### src/rtl/pipe_ctrl_pkg.sv
// Shared types and control patterns for the pipeline stall/flush controller.
// Bit i of every pause/flush vector addresses stage STG_*.
package pipe_ctrl_pkg;

  typedef enum logic [1:0] {
    ST_RUN,
    ST_DIV_WAIT,
    ST_MEM_WAIT
  } state_e;

  localparam int STG_IF  = 0;
  localparam int STG_ID  = 1;
  localparam int STG_EX  = 2;
  localparam int STG_MEM = 3;
  localparam int STG_WB  = 4;

  localparam logic [4:0] PAUSE_MEM  = 5'b01111;
  localparam logic [4:0] FLUSH_MEM  = 5'b10000;
  localparam logic [4:0] PAUSE_DIV  = 5'b00111;
  localparam logic [4:0] FLUSH_DIV  = 5'b01000;
  localparam logic [4:0] FLUSH_BR   = 5'b00111;
  localparam logic [4:0] PAUSE_LU   = 5'b00011;
  localparam logic [4:0] FLUSH_LU   = 5'b00100;
  localparam logic [4:0] FLUSH_TRAP = 5'b01111;

endpackage

### src/rtl/ctrl_hazard_detect.sv
// Load-use hazard compare between the load in EX and the sources read in ID.
// x0 is never a real dependency.
module ctrl_hazard_detect
  import pipe_ctrl_pkg::*;
(
  input  logic [4:0] id_rs1,
  input  logic [4:0] id_rs2,
  input  logic       id_use_rs1,
  input  logic       id_use_rs2,
  input  logic [4:0] ex_rd,
  input  logic       ex_mem_read,
  output logic       load_use
);

  always_comb begin
    load_use = ex_mem_read && (ex_rd != 5'd0) &&
               ((id_use_rs1 && (id_rs1 == ex_rd)) ||
                (id_use_rs2 && (id_rs2 == ex_rd)));
  end

endmodule

### src/rtl/pipe_ctrl.sv
// Central stall/flush controller for the five-stage pipeline.
// Priority: trap, memory wait, divide, branch, load-use.
module pipe_ctrl
  import pipe_ctrl_pkg::*;
#(
  parameter int DIV_CYCLES = 32
) (
  input  logic        clk,
  input  logic        rst,
  input  logic [4:0]  id_rs1,
  input  logic [4:0]  id_rs2,
  input  logic        id_use_rs1,
  input  logic        id_use_rs2,
  input  logic [4:0]  ex_rd,
  input  logic        ex_mem_read,
  input  logic        ex_div_start,
  input  logic        ex_branch_taken,
  input  logic [31:0] ex_branch_target,
  input  logic        mem_req,
  input  logic        mem_ack,
  input  logic        trap,
  input  logic [31:0] trap_vec,
  output logic [4:0]  pause,
  output logic [4:0]  flush,
  output logic        redirect_valid,
  output logic [31:0] redirect_pc,
  output logic        div_done,
  output logic [31:0] stall_cnt
);

  localparam int CW = (DIV_CYCLES > 2) ? $clog2(DIV_CYCLES) : 1;

  state_e      state_q, state_d;
  logic [CW-1:0] div_cnt_q, div_cnt_d;
  logic        trap_pending_q, trap_pending_d;
  logic [31:0] trap_vec_q, trap_vec_d;
  logic [31:0] stall_cnt_q, stall_cnt_d;

  logic        load_use;
  logic        eff_trap;
  logic [31:0] eff_vec;
  logic        mem_hold;
  logic        div_hold;

  ctrl_hazard_detect u_hazard (
    .id_rs1      (id_rs1),
    .id_rs2      (id_rs2),
    .id_use_rs1  (id_use_rs1),
    .id_use_rs2  (id_use_rs2),
    .ex_rd       (ex_rd),
    .ex_mem_read (ex_mem_read),
    .load_use    (load_use)
  );

  // A trap seen during a memory wait is replayed with its captured vector.
  assign eff_trap = trap | trap_pending_q;
  assign eff_vec  = trap_pending_q ? trap_vec_q : trap_vec;
  assign mem_hold = (state_q == ST_MEM_WAIT) && !mem_ack;
  assign div_hold = (state_q == ST_DIV_WAIT) && !trap &&
                    (div_cnt_q != '0);

  always_comb begin
    state_d        = state_q;
    div_cnt_d      = div_cnt_q;
    trap_pending_d = trap_pending_q;
    trap_vec_d     = trap_vec_q;
    pause          = '0;
    flush          = '0;
    redirect_valid = 1'b0;
    redirect_pc    = '0;
    div_done       = 1'b0;
    if (!rst) begin
      if (mem_hold) begin
        pause = PAUSE_MEM;
        flush = FLUSH_MEM;
        if (trap && !trap_pending_q) begin
          trap_pending_d = 1'b1;
          trap_vec_d     = trap_vec;
        end
      end else if (div_hold) begin
        pause     = PAUSE_DIV;
        flush     = FLUSH_DIV;
        div_cnt_d = div_cnt_q - CW'(1);
      end else begin
        state_d        = ST_RUN;
        trap_pending_d = 1'b0;
        div_done       = (state_q == ST_DIV_WAIT) && !eff_trap;
        if (eff_trap) begin
          redirect_valid = 1'b1;
          redirect_pc    = eff_vec;
          flush          = FLUSH_TRAP;
          div_cnt_d      = '0;
        end else if (mem_req && !mem_ack) begin
          pause   = PAUSE_MEM;
          flush   = FLUSH_MEM;
          state_d = ST_MEM_WAIT;
        end else if (ex_div_start && (state_q != ST_DIV_WAIT)) begin
          pause     = PAUSE_DIV;
          flush     = FLUSH_DIV;
          div_cnt_d = CW'(DIV_CYCLES - 2);
          state_d   = ST_DIV_WAIT;
        end else if (ex_branch_taken) begin
          redirect_valid = 1'b1;
          redirect_pc    = ex_branch_target;
          flush          = FLUSH_BR;
        end else if (load_use) begin
          pause = PAUSE_LU;
          flush = FLUSH_LU;
        end
      end
    end
    stall_cnt_d = stall_cnt_q + {31'd0, |pause};
  end

  always_ff @(posedge clk) begin
    if (rst) begin
      state_q        <= ST_RUN;
      div_cnt_q      <= '0;
      trap_pending_q <= 1'b0;
      trap_vec_q     <= '0;
      stall_cnt_q    <= '0;
    end else begin
      state_q        <= state_d;
      div_cnt_q      <= div_cnt_d;
      trap_pending_q <= trap_pending_d;
      trap_vec_q     <= trap_vec_d;
      stall_cnt_q    <= stall_cnt_d;
    end
  end

  assign stall_cnt = stall_cnt_q;

endmodule
### config.mk
export PLATFORM = sky130hd
export DESIGN_NAME = pipe_ctrl
export DESIGN_NICKNAME = d
export VERILOG_FILES = /design/src/rtl/pipe_ctrl_pkg.sv /design/src/rtl/ctrl_hazard_detect.sv /design/src/rtl/pipe_ctrl.sv
export SDC_FILE = /design/constraint.sdc
export NUM_CORES = 1
export LEC_CHECK = 0
export ABC_AREA = 1
export ABC_CLOCK_PERIOD_IN_PS = 5510
export CORE_MARGIN = 2
export CORE_UTILIZATION = 30
export CTS_BUF_LIST = sky130_fd_sc_hd__clkbuf_8
export CTS_CLUSTER_SIZE = 20
export DETAILED_ROUTE_END_ITERATION = 10
export GPL_TIMING_DRIVEN = 0
export PLACE_DENSITY = 0.62
export SYNTH_ARGS = -nofsm -noshare
export SYNTH_HDL_FRONTEND = slang
export SYNTH_SLANG_ARGS = --single-unit
### constraint.sdc
create_clock -name clk -period 5.51 [get_ports clk]
set_input_delay 1.3775 -clock clk [delete_from_list [all_inputs] [get_ports clk]]
set_output_delay 1.3775 -clock clk [all_outputs]
set_load 0.01 [all_outputs]
* Word level (Yosys, flattened, before mapping)
Index checks and enable logic that the tools add are counted.
** Word-level totals
- Flip-flop bits (word level) :: 72
- Input bits :: 89
- Output and inout bits :: 76
- Word-level logic and storage cells :: 86
** Operators by class
- $add $sub $neg :: 2
- Equal/unequal tests :: 8
- Muxes and demuxes :: 44
- Bitwise logic cells :: 3
- Reduce and logical (&&, ||, !) cells :: 24
** Operators with widths (number)
- two-way mux 32 bit :: 8
- two-way mux 5 bit :: 9
- adder 32 x 1 -> 32 bit :: 1
- two-way mux 4 bit :: 6
- two-way mux 1 bit :: 14
- logical AND 1 bit :: 11
- equality test 5 bit :: 2
- nonzero test 5 bit :: 2
- two-way mux 3 bit :: 3
- two-way mux 2 bit :: 4
- AND reduction 2 bit :: 3
- OR reduction 5 bit :: 1
- subtractor 5 x 1 -> 5 bit, second input constant :: 1
- logical NOT 1 bit :: 4
- inequality test 2 x 1 -> 1 bit, second input constant :: 2
- inequality test 3 bit, second input constant :: 1
- AND reduction 3 bit :: 1
- nonzero test 3 bit :: 1
- equality test 2 x 1 -> 1 bit, second input constant :: 1
- equality test 2 bit, second input constant :: 1
- inequality test 2 bit, second input constant :: 1
- inverter 1 bit :: 2
- logical OR 1 bit :: 1
- bitwise OR 1 bit :: 1

* Logic depth before layout (Yosys ltp)
Gate-level depths: netlist of the first run.
- Depth after elaboration :: 14
- Depth in mapped cells :: 19
- Mapped depth without buffers :: 19

* By module
From an unflattened synthesis of the first run, not the netlist that was laid out.
** Second synthesis, totals
- Cell total of the unflattened synthesis :: 688
- Area, all modules :: 4550.6 µm²
** Modules (own cells, without submodules)
- pipe_ctrl :: instances 1, cells each 634, area each 4334.2 µm², sequential area each 1441.4 µm²
- ctrl_hazard_detect :: instances 1, cells each 54, area each 216.5 µm², sequential area each 0.0 µm²

* Worst setup path after synthesis of the first run
Ideal clock, no wire load.
- Path kind :: input to output
- Start :: in mem_ack
- End :: out flush[0]
- Arrival time :: 2322 ps
- Data required time :: 4133 ps
- Slack :: 1811 ps
- Stages on the path :: 9
- Buffers on the path :: 1
- Path through :: inv_1 -> nand2_1 -> inv_1 -> nor2_4 -> nand2_4 -> nand2_1 -> inv_1 -> nor2_1 -> buf_4
** On the way
- Cells in the longest elaborated chain, start to end :: 7
- Elaborated cells on any way between the ends :: 8
- Classes of those cells :: mux: 5; reduce/logical: 3
** Ends and longest elaborated chain
- start: declaration :: line pipe_ctrl.sv:20 : input logic mem_ack,
- logical NOT 1 bit (*) :: line pipe_ctrl.sv:58, pipe_ctrl.sv:93
- logical AND 1 bit :: line pipe_ctrl.sv:93 : end else if (mem_req && !mem_ack) begin
- two-way mux 5 bit :: line pipe_ctrl.sv:93
- two-way mux 5 bit :: line pipe_ctrl.sv:88 : if (eff_trap) begin
- two-way mux 5 bit :: line pipe_ctrl.sv:80 : end else if (div_hold) begin
- two-way mux 5 bit (*) :: line pipe_ctrl.sv:73 : if (mem_hold) begin
- two-way mux 5 bit (*) :: line pipe_ctrl.sv:72 : if (!rst) begin
- end: declaration :: line pipe_ctrl.sv:24 : output logic [4:0] flush,
Every way passes the cells marked *; elsewhere a longest branch is shown, timed or not.

* Worst setup path after layout of the first run
- Start :: in trap
- End :: out flush[0]
** On the way
- Cells in the longest elaborated chain, start to end :: 6
- Elaborated cells on any way between the ends :: 8
- Classes of those cells :: mux: 4; bitwise: 1; reduce/logical: 3
** Ends and longest elaborated chain
- start: declaration :: line pipe_ctrl.sv:21 : input logic trap,
- logical NOT 1 bit :: line pipe_ctrl.sv:59 : assign div_hold = (state_q == ST_DIV_WAIT) && !trap &&
- logical AND 1 bit (2 in series) :: line pipe_ctrl.sv:59
- two-way mux 5 bit (*) :: line pipe_ctrl.sv:80
- two-way mux 5 bit (*) :: line pipe_ctrl.sv:73
- two-way mux 5 bit (*) :: line pipe_ctrl.sv:72
Marked as above.

==> results of run 1 <==
## metrics by stage
stage	hold WS (ns)	setup slack [ns]	cell area (sq um)	util (%)
2_1_floorplan	0.439	1.81	4440	-
3_3_place_gp	0.448	0.556	6300	43.5
3_5_place_dp	0.453	0.576	6300	43.5
4_1_cts	0.466	0.567	6480	44.8
5_1_grt	0.478	0.443	6480	44.8
6_report	0.464	0.569	6480	44.8
## critical path, stage by stage
cell	delay [ns]
clkdlybuf4s50_1	0.64
nor2_2	0.10
nand2_4	0.14
nand3_4	0.14
buf_2	0.23
nor2_1	0.26
buf_4	0.15
clkdlybuf4s50_1	0.52
## logic make-up after synthesis
kind of cell             Yosys count  share of synthesized area [%]
XOR/XNOR                           5                          0.987
buffers and inverters             99                           11.6
flip-flops                        72                           32.5
other                              1                         0.0845
AO/OA/AOI/OAI                    147                           19.7
AND/OR/NAND/NOR                  336                           34.3
adder cells (fa/ha/maj)            3                          0.846
## layer usage
layer	track usage, %	wire length (um)	vias to the layer above
met4	3.99	131	0
li1	-	-	2533
met1	24.8	6760	2179
met2	31.2	6990	154
met5	0	0	-
met3	4.63	895	8
## where the power goes
group	leakage, nW	internal (mW)	total, mW	switching, mW
Sequential	0.581	0.526	0.530	0.00358
Clock	0.103	0.197	0.397	0.200
Combinational	1.62	0.125	0.233	0.107
## sequential cells by signal, indices dropped and copies added (netlist names)
register	cells
trap_vec_q	32
trap_pending_q	1
state_q	2
stall_cnt	32
div_cnt_q	5
## cells in the final DEF (no fill, tap or decap), types with 2 or more instances in the layout
master,count
nand2_2,14
xor2_1,4
nand2_1,176
clkbuf_8,18
buf_6,6
nand2_4,2
buf_4,9
a21oi_1,86
nor2_2,4
nand4_1,7
a21oi_2,11
clkdlybuf4s50_1,163
nor3_2,3
ha_1,3
nand3b_1,8
o21ai_0,11
dfxtp_1,72
buf_2,2
nand3_4,2
clkbuf_1,11
o21a_1,2
nor2_4,2
nor2_1,58
nand3_1,49
inv_1,59
clkinv_2,3
a22oi_1,32
inv_2,5
nor3_1,9
## worst max path at each step
stage / from / to / slack, ns / cells past startpoint
final: trap / flush[0] / 0.57 / 8
after global routing: trap / flush[0] / 0.44 / 8
after CTS: trap / flush[0] / 0.57 / 8
after floorplan: mem_ack / flush[0] / 1.81 / 9
after global placement: trap / flush[0] / 0.56 / 8
after detailed placement: trap / flush[0] / 0.58 / 8
## final cells by class
class                      count  share of cell area [%]
sequential                    72                    22.2
clock buffer                  12                    2.55
timing repair buffer         163                    25.2
tap                          184                    3.55
clock inverter                 4                   0.290
buffer                        35                    4.21
multi-input combinational    492                    38.3
inverter                      64                    3.74
==> results.cfg, run 1 <==
[setup_path]
regToRegSetupSlack_ns = 2.82
path_class = input pin to output pin
crit_path_end_kind = output pin
reg2reg_to = stall_cnt[30]
worstRegToRegCells = 16
cp.required_ns = 4.13
r2r-start = div_cnt_q[0]
critical_path.max_fanout = 10
critPathArrivalTime_ns = 3.56
start_kind = input pin

[run]
drv_cap = 0

[global_route]
grt_usage_pct = 18.8
grt_overflow = 0
grt_pass1_wl_mm = 23.9
grt_pass1_vias = 4654
grt_max_degree = 12
antenna_found_initial = 0

[route]
initialDrtViolationCount = 260
first_pass_iters = 5
vias_per_cell = 4.75
routed_wl_mm = 14.8
vias = 4874
antenna_left = 0
wire_per_inst_um = 14.4
drc_errors = 0

[logic_synthesis]
yosysTopAreaCell = dfxtp_1
ys_ff_latch = 72
yosys_warnings = 0
synthCells = 663
ys_top_cells_by_count = nand2_1 (176), a21oi_1 (86), dfxtp_1 (72)
yosysTopAreaCellShare_pct = 32.5
yosysSeqAreaShare_pct = 32.5
synth_edf_count = 0
synthArstFlopShare_pct = 0
synth_cell_types = 38
synth_area_leaders = dfxtp_1 (32%), nand2_1 (15%), a21oi_1 (9.7%)
synth_fp_nets = 755
avgSynthCellArea_sq_um = 6.69
synth_flop_cell = dfxtp_1
synth_most_common_cell = nand2_1
syn-cell-area_sq_um = 4440

[timing]
finalHoldViolations = 0
maxSlewViolCount = 0
setup_tns_ns = 0
max_freq_mhz = 202
min_period_ns = 4.94
worst_slew_pin_slew_ns = 0.716
clock_skew_ns = 0.00673
slew_headroom_pct = 52.3
period_share_pct = 89.7
rsz0062_at_grt = no
setup_viol = 0

[clock_network]
clockBufferDepth = 2
numClockSinks = 72
cts_tree = yes
root_buffer = clkbuf_8
cts_setup_buffers = 0
clock_latency_ns = 0.36
post_cts_resized = 0
clkSlewWorstSetupHoldPaths_ns = 0.07
hold_buffers = 0
htreeDepth = 3
cts_buffers = 9

[power_and_ir_drop]
vdd_drop_max_mv = 0.0864
power.leakage_nw = 2.31
power_mw = 1.16
power_density_nw_per_um2 = 179

[placement]
dp_cells = 1010
dp_hpwl_mm = 11.5
io_buffers = 163
place_congestion = 0.920

[cells_and_area]
syn_to_final_growth_pct = 46.1
multi_input_area_sq_um = 2480
fin_cells = 1026
layout.nets = 929
ff_latch_area_sq_um = 1440
insertedDiodeCount = 0
drive_above_1_share_pct = 9.98
fill_cells = 1528

[floorplan]
core_sq_um = 14500
start_util_pct = 30.6
top_level_ports = 165
fp.dieH_um = 126
die_w_um = 126
dieArea_sq_um = 15800
core.rowCount = 44

[hold_path]
min_from = trap_vec_q[18]
min_to = trap_vec_q[18]
hold_path_depth = 2
hold_class = flop to flop

[outcome]
status = completed
Power figures use the tool's default switching activity.
==> run 2, diff against run 1 <==
--- a/config.mk
+++ b/config.mk
@@ -6,7 +6,7 @@
 export NUM_CORES = 1
 export LEC_CHECK = 0
 export ABC_AREA = 1
-export ABC_CLOCK_PERIOD_IN_PS = 5510
+export ABC_CLOCK_PERIOD_IN_PS = 5800
 export CORE_MARGIN = 2
 export CORE_UTILIZATION = 30
 export CTS_BUF_LIST = sky130_fd_sc_hd__clkbuf_8
@@ -17,3 +17,4 @@
 export SYNTH_ARGS = -nofsm -noshare
 export SYNTH_HDL_FRONTEND = slang
 export SYNTH_SLANG_ARGS = --single-unit
+export TNS_END_PERCENT = 20
==> constraint.sdc (replaced) <==
create_clock -name clk -period 5.8 [get_ports clk]
set_input_delay 1.45 -clock clk [delete_from_list [all_inputs] [get_ports clk]]
set_output_delay 1.45 -clock clk [all_outputs]
set_load 0.01 [all_outputs]
==> results of run 2 <==
Same layout as run 1 (identical final DEF). Status: completed.
Main changes from that run: setup slack after placement 0.576 ns -> 0.721 ns; setup slack after layout 0.569 ns -> 0.714 ns; register-to-register setup slack 2.82 ns -> 3.11 ns; total power 1.16 mW -> 1.10 mW; worst IR drop on VDD 0.0864 mV -> 0.0821 mV
==> run 3, diff against run 2 <==
--- a/config.mk
+++ b/config.mk
@@ -14,6 +14,7 @@
 export DETAILED_ROUTE_END_ITERATION = 10
 export GPL_TIMING_DRIVEN = 0
 export PLACE_DENSITY = 0.62
+export SKIP_CTS_REPAIR_TIMING = 1
 export SYNTH_ARGS = -nofsm -noshare
 export SYNTH_HDL_FRONTEND = slang
 export SYNTH_SLANG_ARGS = --single-unit
==> results of run 3 <==
Same layout as run 1 (identical final DEF). Status: completed.
Main changes from that run: setup slack after placement 0.576 ns -> 0.721 ns; setup slack after layout 0.569 ns -> 0.714 ns; register-to-register setup slack 2.82 ns -> 3.11 ns; total power 1.16 mW -> 1.10 mW; worst IR drop on VDD 0.0864 mV -> 0.0821 mV
